--- src/rtl/hamming16t11d_scrub_reg_if.sv ---
// Bus bundle for the scrubbed SEC-DED storage stage.
// The master drives load/inject/clear and receives the checked data and event status.
interface hamming16t11d_scrub_reg_if #(
    parameter int unsigned CNT_W = 8
);
    logic             load_i;
    logic [15:0]      hv_i;
    logic [15:0]      inj_mask_i;
    logic             clr_i;
    logic [10:0]      data_o;
    logic             valid_o;
    logic             sec_o;
    logic             ded_o;
    logic             ded_sticky_o;
    logic [CNT_W-1:0] cnt_sec_o;
    logic [CNT_W-1:0] cnt_ded_o;

    modport master (
        output load_i, hv_i, inj_mask_i, clr_i,
        input  data_o, valid_o, sec_o, ded_o, ded_sticky_o, cnt_sec_o, cnt_ded_o
    );

    modport slave (
        input  load_i, hv_i, inj_mask_i, clr_i,
        output data_o, valid_o, sec_o, ded_o, ded_sticky_o, cnt_sec_o, cnt_ded_o
    );
endinterface

--- src/rtl/hamming16t11d_scrub_reg.sv ---
// Protected storage for one 16-bit SEC-DED Hamming word.
// The stored word is decoded every time it enters CHECK; single errors are written back
// corrected and re-verified, double errors park the stage in FAULT until the next load.
// While VALID, an optional timer forces a periodic re-check of the stored word.
module hamming16t11d_scrub_reg #(
    parameter int unsigned SCRUB_PERIOD = 64,
    parameter int unsigned CNT_W        = 8
) (
    input logic                       clk_i,
    input logic                       rstn_i,
    hamming16t11d_scrub_reg_if.slave  bus
);

    localparam logic [2:0] ST_EMPTY = 3'd0;
    localparam logic [2:0] ST_CHECK = 3'd1;
    localparam logic [2:0] ST_SCRUB = 3'd2;
    localparam logic [2:0] ST_VALID = 3'd3;
    localparam logic [2:0] ST_FAULT = 3'd4;

    localparam int unsigned        TIMER_W     = (SCRUB_PERIOD > 1) ? $clog2(SCRUB_PERIOD) : 1;
    localparam logic [TIMER_W-1:0] TIMER_LAST  = TIMER_W'(SCRUB_PERIOD - 1);
    localparam bit                 PERIODIC_EN = (SCRUB_PERIOD != 0);
    localparam logic [CNT_W-1:0]   CNT_MAX     = {CNT_W{1'b1}};

    logic [2:0]         state_q, state_d;
    logic [15:0]        storage_q, storage_d;
    logic [TIMER_W-1:0] timer_q, timer_d;
    logic [CNT_W-1:0]   cnt_sec_q, cnt_sec_d;
    logic [CNT_W-1:0]   cnt_ded_q, cnt_ded_d;
    logic               sticky_q, sticky_d;

    logic [3:0]  syn;
    logic        par;
    logic        is_clean;
    logic        is_single;
    logic        is_double;
    logic [15:0] corrected;
    logic        sec_evt;
    logic        ded_evt;

    // Syndrome is the XOR of the positions of all set bits 1..15; parity covers all 16 bits.
    always_comb begin
        syn = 4'd0;
        for (int k = 1; k < 16; k++) begin
            if (storage_q[k]) begin
                syn = syn ^ 4'(k);
            end
        end
        par       = ^storage_q;
        is_clean  = (syn == 4'd0) && !par;
        is_single = par;
        is_double = (syn != 4'd0) && !par;
        // Syndrome 0 with odd parity points at the overall parity bit itself.
        corrected = storage_q ^ (16'd1 << syn);
    end

    assign sec_evt = (state_q == ST_CHECK) && is_single;
    assign ded_evt = (state_q == ST_CHECK) && is_double;

    // Next state, storage and re-check timer; a load overrides everything else.
    always_comb begin
        state_d   = state_q;
        storage_d = storage_q;
        timer_d   = timer_q;
        if (bus.load_i) begin
            storage_d = bus.hv_i ^ bus.inj_mask_i;
            state_d   = ST_CHECK;
        end else begin
            case (state_q)
                ST_EMPTY: begin
                    state_d = ST_EMPTY;
                end
                ST_CHECK: begin
                    if (is_clean) begin
                        state_d = ST_VALID;
                        timer_d = '0;
                    end else if (is_single) begin
                        state_d = ST_SCRUB;
                    end else begin
                        state_d = ST_FAULT;
                    end
                end
                ST_SCRUB: begin
                    storage_d = corrected;
                    state_d   = ST_CHECK;
                end
                ST_VALID: begin
                    if (PERIODIC_EN && (timer_q == TIMER_LAST)) begin
                        timer_d = '0;
                        state_d = ST_CHECK;
                    end else begin
                        timer_d = timer_q + 1'b1;
                    end
                end
                ST_FAULT: begin
                    state_d = ST_FAULT;
                end
                default: begin
                    state_d = ST_EMPTY;
                end
            endcase
        end
    end

    // Saturating event counters and sticky DED flag; clear beats a same-cycle event.
    always_comb begin
        cnt_sec_d = cnt_sec_q;
        cnt_ded_d = cnt_ded_q;
        sticky_d  = sticky_q;
        if (bus.clr_i) begin
            cnt_sec_d = '0;
            cnt_ded_d = '0;
            sticky_d  = 1'b0;
        end else begin
            if (sec_evt && (cnt_sec_q != CNT_MAX)) begin
                cnt_sec_d = cnt_sec_q + 1'b1;
            end
            if (ded_evt) begin
                sticky_d = 1'b1;
                if (cnt_ded_q != CNT_MAX) begin
                    cnt_ded_d = cnt_ded_q + 1'b1;
                end
            end
        end
    end

    // State registers; reset drops everything at once, including a pending write-back.
    always_ff @(posedge clk_i or negedge rstn_i) begin
        if (!rstn_i) begin
            state_q   <= ST_EMPTY;
            storage_q <= '0;
            timer_q   <= '0;
            cnt_sec_q <= '0;
            cnt_ded_q <= '0;
            sticky_q  <= 1'b0;
        end else begin
            state_q   <= state_d;
            storage_q <= storage_d;
            timer_q   <= timer_d;
            cnt_sec_q <= cnt_sec_d;
            cnt_ded_q <= cnt_ded_d;
            sticky_q  <= sticky_d;
        end
    end

    // Data bits sit at positions 3,5,6,7,9..15 of the stored word.
    assign bus.data_o       = {storage_q[15:9], storage_q[7:5], storage_q[3]};
    assign bus.valid_o      = (state_q == ST_VALID);
    assign bus.sec_o        = sec_evt;
    assign bus.ded_o        = ded_evt;
    assign bus.ded_sticky_o = sticky_q;
    assign bus.cnt_sec_o    = cnt_sec_q;
    assign bus.cnt_ded_o    = cnt_ded_q;

endmodule

--- src/flat_wrapper.sv ---
// flat-port wrapper written by rule: the top's interface ports become plain ports
module hamming16t11d_scrub_reg_flat 
#(
    parameter int unsigned SCRUB_PERIOD = 64,
    parameter int unsigned CNT_W        = 8
)
  (clk_i, rstn_i, bus_load_i, bus_hv_i, bus_inj_mask_i, bus_clr_i, bus_data_o, bus_valid_o, bus_sec_o, bus_ded_o, bus_ded_sticky_o, bus_cnt_sec_o, bus_cnt_ded_o);
  hamming16t11d_scrub_reg_if #(.CNT_W(CNT_W)) bus_i ();
  input logic clk_i;
  input logic rstn_i;
  input wire logic [$bits(bus_i.load_i)-1:0] bus_load_i;
  input wire logic [$bits(bus_i.hv_i)-1:0] bus_hv_i;
  input wire logic [$bits(bus_i.inj_mask_i)-1:0] bus_inj_mask_i;
  input wire logic [$bits(bus_i.clr_i)-1:0] bus_clr_i;
  output wire logic [$bits(bus_i.data_o)-1:0] bus_data_o;
  output wire logic [$bits(bus_i.valid_o)-1:0] bus_valid_o;
  output wire logic [$bits(bus_i.sec_o)-1:0] bus_sec_o;
  output wire logic [$bits(bus_i.ded_o)-1:0] bus_ded_o;
  output wire logic [$bits(bus_i.ded_sticky_o)-1:0] bus_ded_sticky_o;
  output wire logic [$bits(bus_i.cnt_sec_o)-1:0] bus_cnt_sec_o;
  output wire logic [$bits(bus_i.cnt_ded_o)-1:0] bus_cnt_ded_o;
  assign bus_i.load_i = bus_load_i;
  assign bus_i.hv_i = bus_hv_i;
  assign bus_i.inj_mask_i = bus_inj_mask_i;
  assign bus_i.clr_i = bus_clr_i;
  assign bus_data_o = bus_i.data_o;
  assign bus_valid_o = bus_i.valid_o;
  assign bus_sec_o = bus_i.sec_o;
  assign bus_ded_o = bus_i.ded_o;
  assign bus_ded_sticky_o = bus_i.ded_sticky_o;
  assign bus_cnt_sec_o = bus_i.cnt_sec_o;
  assign bus_cnt_ded_o = bus_i.cnt_ded_o;
  hamming16t11d_scrub_reg #(.SCRUB_PERIOD(SCRUB_PERIOD), .CNT_W(CNT_W)) u_core (.clk_i(clk_i), .rstn_i(rstn_i), .bus(bus_i));
endmodule
--- config.mk ---
export PLATFORM = sky130hd
export DESIGN_NAME = hamming16t11d_scrub_reg_flat
export DESIGN_NICKNAME = d
export VERILOG_FILES = /design/src/rtl/hamming16t11d_scrub_reg_if.sv /design/src/rtl/hamming16t11d_scrub_reg.sv /design/src/flat_wrapper.sv
export SDC_FILE = /design/constraint.sdc
export NUM_CORES = 1
export LEC_CHECK = 0
export CAP_MARGIN = 5
export CORE_MARGIN = 4
export CORE_UTILIZATION = 46
export CTS_CLUSTER_SIZE = 8
export DETAILED_ROUTE_END_ITERATION = 7
export HOLD_SLACK_MARGIN = 0.03
export PLACE_DENSITY = 0.74
export SYNTH_ARGS = -nofsm -noshare
export SYNTH_HDL_FRONTEND = slang
export SYNTH_SLANG_ARGS = --single-unit
export TNS_END_PERCENT = 5
--- constraint.sdc ---
create_clock -name clk_i -period 4.3 [get_ports clk_i]
set_input_delay 0.43 -clock clk_i [delete_from_list [all_inputs] [get_ports clk_i]]
set_output_delay 0.43 -clock clk_i [all_outputs]
set_load 0.01 [all_outputs]
* Word-level counts from Yosys, hierarchy flattened *
Cells that the tools add are included.

word-level totals
  bits in registers = 42
  input bits = 36
  output and inout bits = 31

cells by class
  $add $sub $neg = 3
  equal/unequal tests = 9
  shift-type cells = 1
  muxes and demuxes = 32
  bitwise logic cells = 17
  reduce and logical (&&, ||, !) cells = 16

operators with widths
  operator                                                             count
  8-bit 2-to-1 mux                                                     5
  16-bit 2-to-1 mux                                                    2
  4-bit 2-to-1 mux                                                     8
  16-bit XOR                                                           2
  3-bit 2-to-1 mux                                                     8
  8-bit by 1-bit adder with 8-bit output (second input constant)       2
  8-bit != test (second input constant)                                2
  16-bit parity                                                        1
  1-bit by 4-bit << shifter with 16-bit output (first input constant)  1
  6-bit 2-to-1 mux                                                     2
  2-bit NOT                                                            6
  3-bit NOT                                                            4
  3-bit case mux with 4 select lines                                   1
  6-bit case mux with 2 select lines                                   1
  2-bit nonzero test                                                   5
  6-bit by 1-bit adder with 6-bit output (second input constant)       1
  3-bit by 2-bit == test with 1-bit output (second input constant)     2
  6-bit == test (second input constant)                                1
  1-bit logical AND                                                    5
  4-bit zero test                                                      1
  2-bit 2-to-1 mux                                                     2
  4-bit NOT                                                            1
  4-bit nonzero test                                                   1
  3-bit by 1-bit == test with 1-bit output (second input constant)     1
  9 further kinds                                                      13

* Logic depth before layout (Yosys ltp) *
Gate-level depths: netlist (run 1).

  word-level depth = 31
  gate-level depth with buffers = 7
  depth with buffers taken out = 7

* Worst setup path after synthesis (run 1) *
No wires, ideal clock.

  kind = register to register
  start point = reg u_core.storage_q[13]
  end point = reg u_core.cnt_sec_q[6], in the netlist u_core.bus.cnt_sec_o[6]
  arrival = 2269 ps
  data required time = 4175 ps
  setup slack = 1906 ps
  cell stages (with the launch flop) = 8
  clock period less this slack = 2394 ps
  cells stage by stage = dfrtp_1 xnor3_2 xnor2_4 xnor2_2 xnor2_2 buf_6 nor4_2 mux2_2

between the ends
  longest elaborated chain between the ends = 4

ends and longest elaborated chain
  what                          line                            RTL
  start, declared               hamming16t11d_scrub_reg.sv:26   logic [15:0] storage_q, storage_d;
  start signal, assigned        hamming16t11d_scrub_reg.sv:138  storage_q <= storage_d;
  16-bit parity                 hamming16t11d_scrub_reg.sv:49   par = ^storage_q;
  1-bit logical AND             hamming16t11d_scrub_reg.sv:57   assign sec_evt = (state_q == ST_CHECK) && is_single;
  1-bit logical AND             hamming16t11d_scrub_reg.sv:115  if (sec_evt && (cnt_sec_q != CNT_MAX)) begin
  2-bit nonzero test (no line)  --
  end signal, assigned          hamming16t11d_scrub_reg.sv:140  cnt_sec_q <= cnt_sec_d;
  end, declared                 hamming16t11d_scrub_reg.sv:28   logic [CNT_W-1:0] cnt_sec_q, cnt_sec_d;

No other way between the ends.
A chain may end at the register's enable or synchronous reset.

* Worst setup path in the final report (run 1) *
  start point = reg u_core.storage_q[13]
  end point = out bus_ded_o

between the ends
  longest elaborated chain between the ends = 8
  elaborated cells on any way between the ends = 10

ends and longest elaborated chain
  what                 line                           RTL
  4-bit 2-to-1 mux     hamming16t11d_scrub_reg.sv:45  if (storage_q[k]) begin
  3-bit NOT (no line)  --
  4-bit 2-to-1 mux     hamming16t11d_scrub_reg.sv:45
  4-bit NOT (no line)  --
  4-bit 2-to-1 mux     hamming16t11d_scrub_reg.sv:45
  4-bit nonzero test   hamming16t11d_scrub_reg.sv:52  is_double = (syn != 4'd0) && !par;
  1-bit logical AND *  hamming16t11d_scrub_reg.sv:52
  1-bit logical AND *  hamming16t11d_scrub_reg.sv:58  assign ded_evt = (state_q == ST_CHECK) && is_double;
  end, declared        flat_wrapper.sv:18             output wire logic [$bits(bus_i.ded_o)-1:0] bus_ded_o;

Every way passes the cells marked *; elsewhere a longest branch is shown, timed or not.

==> results of run 1 <==
## cell families after synthesis
family	synth area share
multiplexers	0.0217
adder cells (fa/ha/maj)	0.0127
buffers and inverters	0.0548
XOR/XNOR	0.159
AO/OA/AOI/OAI	0.180
flip-flops	0.357
AND/OR/NAND/NOR	0.215
## power groups by stage
| stage | combinational [mW] | sequential, mW | clock [mW] |
|---|---|---|---|
| detailed placement | 1.13 | 0.551 | 0 |
| global route | 1.25 | 0.556 | 0.343 |
| CTS | 1.14 | 0.544 | 0.322 |
| finish | 1.14 | 0.544 | 0.312 |
| global placement | 1.11 | 0.548 | 0 |
| floorplan | 0.874 | 0.541 | 0 |
## per-layer routing
| metal | part of all wire | global-route usage | wire, um | up-vias |
|---|---|---|---|---|
| li1 | - | - | - | 1249 |
| met1 | 0.46 | 0.218 | 2880 | 1140 |
| met2 | 0.47 | 0.273 | 2930 | 62 |
| met3 | 0.060 | 0.0555 | 376 | 8 |
| met4 | 0.012 | 0.0508 | 75 | 0 |
| met5 | 0 | 0 | 0 | - |
## worst max-delay path, delay by kind of cell (launching register included)
kind	cells	cell delay [ns]
xor gates and xnor gates	4	1.50
DFF	1	0.42
buffers and inverters	1	0.55
and+or+nand+nor	2	0.38
## worst max-delay path by stage
stage / start / to / slack (ns)
finish: u_core.storage_q[13] / bus_ded_o / 0.73
global route: u_core.storage_q[10] / bus_ded_o / 0.46
CTS: u_core.storage_q[13] / bus_ded_o / 0.70
detailed placement: u_core.storage_q[13] / bus_ded_o / 1.05
global placement: u_core.storage_q[13] / bus_ded_o / 1.13
floorplan: u_core.storage_q[13] / u_core.bus.cnt_sec_o[6] / 1.91
## cells in the final DEF (no fill, tap or decap), drive strengths merged, types with 10 or more instances in the layout
cell type and n:
xnor2 39, nand2 29, nand3 15, nor2 15
a21oi 10, clkdlybuf4s50 65, o21a 14, o31a 15
dfrtp 42, nor3 18, o31ai 12
## per-stage QoR
stage	total power, mW	worst slack (ns)	util
3_5_place_dp	1.68	1.05	0.589
2_1_floorplan	1.42	1.91	-
5_1_grt	2.15	0.458	0.607
4_1_cts	2.00	0.700	0.607
6_report	1.99	0.727	0.607
3_3_place_gp	1.66	1.13	0.589
## flip-flops by register name (all words and copies together) (netlist names), named ones only
name / count
u_core.storage_q: 15
u_core.timer_q: 6
u_core.bus.cnt_ded_o: 8
u_core.bus.ded_sticky_o: 1
u_core.bus.cnt_sec_o: 8
u_core.state_q: 3
## final cells by class
type,instances,area (um^2)
clock buffer,5,68.8
clock inverter,3,40.0
fill,532,2380
inverter,5,18.8
multi-input combinational,247,1730
sequential,42,1050
tap,75,93.8
timing repair buffer,68,671
==> results by group, run 1 <==
Status
  – Status: completed

Setup path
  – Setup CP Type: reg2out
  – Slowest stage delay, CP: between 0.5 and 0.6 ns
  – CP arrival: 3.14 ns
  – Reg-to-Reg End: u_core.bus.cnt_sec_o[5]
  – Reg2Reg Depth: 6
  – Critical-path top delay cell: xnor2_2
  – CP required: 3.87 ns
  – Reg2Reg Launch Point: u_core.storage_q[13]
  – Critical Path Fanout Max: 16
  – Crit. End Element: output port
  – Crit-path cells: xnor3_2, xnor2_4, xnor2_2, xnor2_2, nand2b_1, nor2_1, clkdlybuf4s50_1
  – R2R Setup Slk: 1.66 ns
  – Startpoint types: flop
  – CP dominant cell by count: xnor2_2

GRT
  – Vias in the first global route: 2239
  – Initial antenna violation count: 0
  – Largest net degree at the start of global routing: 43
  – Total GRT Usage: 0.170
  – First-pass GRT wire length: ~10000 um
  – Total gr overflow: 0

Logic synthesis
  – Cell accounting for the most synthesized area: dfrtp_1
  – Top_reg_cell synth: dfrtp_1
  – Yosys reg bits: 42
  – Mapped Nets: 357
  – Cells after synthesis: 318
  – Top post-synthesis cells by area: dfrtp_1 (36%), xnor2_1 (10%), o31a_1 (4.5%)
  – Seq/Total Area, Yosys: 0.357
  – Commonest cells in the netlist: dfrtp_1 (42), xnor2_1 (35), nand2_1 (29), nor3_1 (18)
  – Post-synth ARST share: 1.00
  – Synth warn: 0
  – Most frequent cell after synthesis: dfrtp_1
  – Netlist cell types: 50
  – Mean Syn Cell Area: 9.27 um^2
  – Number of flops mapped to enable cells by yosys: 0
  – Post-synthesis cell area: 2950 um^2
  – Post-synth top area share: 0.357

Detailed routing
  – Via density: 5.53
  – Initial drt markers: 104
  – Final ANT Viol Nets: 0
  – DR vias: 2459
  – Wire per inst: 14.1 um
  – Drt pass-1 iters: 4
  – DRC Markers: 0
  – Post-Route WL: between 6000 and 7000 um

Floorplan
  – I/O pins: between 60 and 70
  – Die ar.: 7750 um^2
  – Die Height: about 88 um
  – # rows: 28
  – Width of the die: between 80 and 90 um
  – Core ar.: 6060 um^2
  – Initial Util: 0.486

Power and ir drop
  – Sequential Power Share: 0.273
  – Switching power: approximately 0.9 mW
  – Leakage: 1.40 nW
  – Switching Fraction: 0.449
  – Power density over the cells: 542 nW/um^2
  – Clock power frac: 0.157
  – Max VDD drop: slightly below 0.5 mV
  – Internal power: 1.10 mW
  – Combinational group share of total power: 0.570

Timing
  – Worst hold margin: 0.263 ns
  – Setup Skew: 0.0137 ns
  – Max frequency: between 200 and 300 MHz
  – Max-slew violations: 0
  – Tcrit/Tclk final: 0.831
  – Worst Tran Pin Value: between 0.9 and 1 ns
  – Slew HR: 0.369
  – Period minus WS final: roughly 3.6 ns
  – Final setup fails: 0
  – Setup TNS: 0 ns
  – Hold Vio Cnt, Final: 0
  – RSZ-0062 raised after global routing: no

Min path
  – HP Class: in2async

Placement
  – Placed insts: 437
  – HPWL Detailed: between 4000 and 5000 um
  – Placer Congestion: 0.765
  – Placed instance area: 3570 um^2
  – IO Port Bufs: 66

CTS
  – Clock H-tree levels: 2
  – Post-CTS sizing: 0
  – CTS Buf Count: 5
  – Max Root-Sink Buffers: 2
  – CTS tree: built
  – Cts hold-fix bufs: 0
  – Setup bufs post-CTS: 0
  – Clk sink count: 42
  – Reg clk slew, reported paths: 0.09 ns
  – Worst-Skew Late Latency: 0.30 ns
  – CTS Root Cell: clkbuf_8

Finish
  – Net count, final: 408
  – Fraction of layout cells with a size suffix above 1: 0.0676
  – Design area: 3680 um^2
  – Area added between synthesis and finish: 24.8%
  – Post-route insts no fill: roughly 450
  – Diodes inserted: 0

Job
  – Max cap viols: 0
Note: power is estimated with default switching activity, not from simulation.
==> run 2, diff against run 1 <==
--- a/config.mk
+++ b/config.mk
@@ -11,7 +11,7 @@
 export CTS_CLUSTER_SIZE = 8
 export DETAILED_ROUTE_END_ITERATION = 7
 export HOLD_SLACK_MARGIN = 0.03
-export PLACE_DENSITY = 0.74
+export PLACE_DENSITY = 0.77
 export SYNTH_ARGS = -nofsm -noshare
 export SYNTH_HDL_FRONTEND = slang
 export SYNTH_SLANG_ARGS = --single-unit
==> constraint.sdc (replaced) <==
create_clock -name clk_i -period 3.1 [get_ports clk_i]
set_input_delay 0.31 -clock clk_i [delete_from_list [all_inputs] [get_ports clk_i]]
set_output_delay 0.31 -clock clk_i [all_outputs]
set_load 0.01 [all_outputs]
==> run 2 against run 1 <==
Routed wire length grew 2.3%. Die area unchanged. Clock power up 38%. Register-to-register slack got worse by 1.2 ns. Setup slack lost 0.58 ns. Largest cell class unchanged. Highest routed layer unchanged.
==> results by group, run 2 (synthesis results as in run 1) <==
Status
  – Status: completed (unchanged)

Timing
  – Slew HR: 0.369 (about the same)
  – Setup TNS: 0 ns (unchanged)
  – Max-slew violations: 0 (unchanged)
  – Period minus WS final: between 2 and 3 ns
  – Final worst setup slack: 0.152 ns (was 0.727 ns)
  – Hold Vio Cnt, Final: 0 (unchanged)
  – Final setup fails: 0 (unchanged)
  – RSZ-0062 raised after global routing: no (unchanged)
  – Max frequency: 339 MHz
  – Setup Skew: 0.00706 ns (was 0.0137 ns)
  – Tcrit/Tclk final: 0.951
  – Worst Tran Pin Value: 0.947 ns (was 0.946 ns)

Setup path
  – Crit-path cells: xnor3_2, xnor2_4, nor3_1, o22a_1, nand2b_1, nor2_1, clkdlybuf4s50_1 (was xnor3_2, xnor2_4, xnor2_2, xnor2_2, nand2b_1, nor2_1, clkdlybuf4s50_1)
  – Reg2Reg Launch Point: u_core.storage_q[14] (was u_core.storage_q[13])
  – Critical-path top delay cell: clkdlybuf4s50_1 (was xnor2_2)
  – Worst Setup EP: bus_ded_o (unchanged)
  – R2R Setup Slk: 0.50 ns (was 1.66 ns)
  – Buf/Inv on CP: 1 (unchanged)
  – Critical Path Fanout Max: 5 (was 16)
  – Crit. End Element: output port (unchanged)
  – CP arrival: 2.64 ns (was 3.14 ns)
  – Reg-to-Reg End: u_core.storage_q[6] (was u_core.bus.cnt_sec_o[5])
  – CP startpoint: u_core.storage_q[14] (was u_core.storage_q[13])
  – Startpoint types: flop (unchanged)
  – Setup CP Type: reg2out (unchanged)
  – CP required: 2.79 ns (was 3.87 ns)
  – CP top delay family: XOR/XNOR gates (unchanged)
  – Reg2Reg Depth: 7 (was 6)
  – Worst path depth: 7 (unchanged)
  – Slowest stage delay, CP: 0.54 ns (was 0.56 ns)

Finish
  – Utilization after layout: 0.617 (was 0.607)
  – Diodes inserted: 0 (unchanged)
  – Area of the multi-input gates: 1750 um^2 (was 1730 um^2)
  – Net count, final: 415 (was 408)
  – Fraction of layout cells with a size suffix above 1: 0.0849 (was 0.0676)
  – Fillers: 529 (was 532)
  – Area added between synthesis and finish: 27.0% (was 24.8%)
  – Most frequent cells in the layout: clkdlybuf4s50_1 (65), dfrtp_1 (42), xnor2_1 (35) (unchanged)
  – Register area: 1050 um^2 (unchanged)
  – Top reg by flops: u_core.storage_q (unchanged)
  – Max reg flops: 15 (unchanged)
  – Commonest non-fill, non-tap cell in the layout: clkdlybuf4s50_1 (unchanged)

Power and ir drop
  – Leakage: 1.43 nW (was 1.40 nW)
  – Power density over the cells: 777 nW/um^2 (was 542 nW/um^2)
  – Max VDD drop: 0.557 mV (was 0.491 mV)

CTS
  – Worst-Skew Late Latency: 0.30 ns (about the same)
  – CTS Buf Count: 5 (unchanged)
  – Max Root-Sink Buffers: 2 (unchanged)
  – Clk sink count: 42 (unchanged)
  – CTS tree: built (unchanged)
  – CTS Root Cell: clkbuf_8 (unchanged)
  – Reg clk slew, reported paths: 0.08 ns (was 0.09 ns)
  – Clock H-tree levels: 2 (unchanged)

Detailed routing
  – DR vias: 2516 (was 2459)
  – Wire per inst: 14.2 um (was 14.1 um)
  – Drt pass-1 iters: 4 (unchanged)
  – Post-Route WL: 6410 um (was 6270 um)
  – Initial drt markers: 81 (was 104)
  – Final ANT Viol Nets: 0 (unchanged)
  – DRC Markers: 0 (unchanged)
  – Via density: 5.57 (was 5.53)

Floorplan
  – Die ar.: 7750 um^2 (unchanged)
  – Die Height: 88.0 um (unchanged)
  – Initial Util: 0.486 (unchanged)
  – Width of the die: 88.0 um (unchanged)
  – Core ar.: 6060 um^2 (unchanged)
  – # rows: 28 (unchanged)
  – I/O pins: 67 (unchanged)

Placement
  – IO Port Bufs: 66 (unchanged)
  – Placer Congestion: 0.772 (was 0.765)
  – Setup Slack @ Placement: 0.380 ns (was 1.05 ns)
  – HPWL Detailed: 4740 um (was 4680 um)

GRT
  – First-pass GRT wire length: 11000 um (was 10400 um)
  – Vias in the first global route: 2467 (was 2239)
  – Total GRT Usage: 0.175 (was 0.170)
  – Largest net degree at the start of global routing: 43 (unchanged)
  – Initial antenna violation count: 0 (unchanged)
  – Total gr overflow: 0 (unchanged)

Min path
  – HP Class: in2async (unchanged)

Job
  – Max cap viols: 0 (unchanged)
==> run 2: changes by cell type in the layout (fill, tap and decap cells not counted), sizes merged <==
cell  previous run  this run
buf              3        10
==> run 2: per-layer routing <==
| layer | GRT usage | up-vias | share of wire |
|---|---|---|---|
| met2 | 0.300 | 70 | 0.48 |
| met1 | 0.221 | 1172 | 0.44 |
| met5 | 0 | - | 0 |
| met3 | 0.0461 | 10 | 0.063 |
| met4 | 0.0453 | 0 | 0.014 |
| li1 | - | 1264 | - |
==> run 2: layout make-up <==
type / count / share of cell area
Tap cell: 75 / 0.0251
Clock buffer: 5 / 0.0184
Clock inverter: 3 / 0.0107
Inverter: 5 / 0.00502
Multi-Input combinational cell: 247 / 0.467
Sequential cell: 42 / 0.281
Timing Repair Buffer: 75 / 0.193
==> run 2: metrics by stage <==
stage | std cells | power [mW] | hold WS, ns | instance area, um^2
finish | 452 | 2.91 | 0.155 | 3740
global route | 452 | 3.14 | 0.237 | 3740
CTS | 449 | 2.86 | 0.191 | 3710
detailed placement | 441 | 2.42 | 0.488 | 3600
global placement | 441 | 2.38 | 0.473 | 3600
floorplan | 318 | 1.96 | 0.0144 | 2950
==> run 2: worst min-delay path by stage <==
stage                                  from                    endpoint  slack, ns  cells past startpoint
floorplan                            rstn_i  asynchronous set/reset pin       0.01                      0
global placement    u_core.bus.ded_sticky_o     u_core.bus.ded_sticky_o       0.47                      2
detailed placement  u_core.bus.ded_sticky_o     u_core.bus.ded_sticky_o       0.49                      2
CTS                                  rstn_i           u_core.timer_q[2]       0.19                      1
global route                         rstn_i           u_core.timer_q[2]       0.24                      1
finish                               rstn_i           u_core.timer_q[2]       0.15                      1
==> run 2: where the power goes <==
part / internal, mW / total (mW) / switching (mW)
clock: 0.237 / 0.429 / 0.192
combinational: 0.737 / 1.72 / 0.984
sequential: 0.642 / 0.756 / 0.113
total: 1.62 / 2.91 / 1.29
==> run 2: what timing repair did <==
| action | 4_1_cts | 5_1_grt |
|---|---|---|
| endpoints found under the setup margin | 0 | 2 |
| gates resized for setup | 0 | 1 |
| hold buffers | 0 | 0 |
| buffers inserted | 0 | 3 |
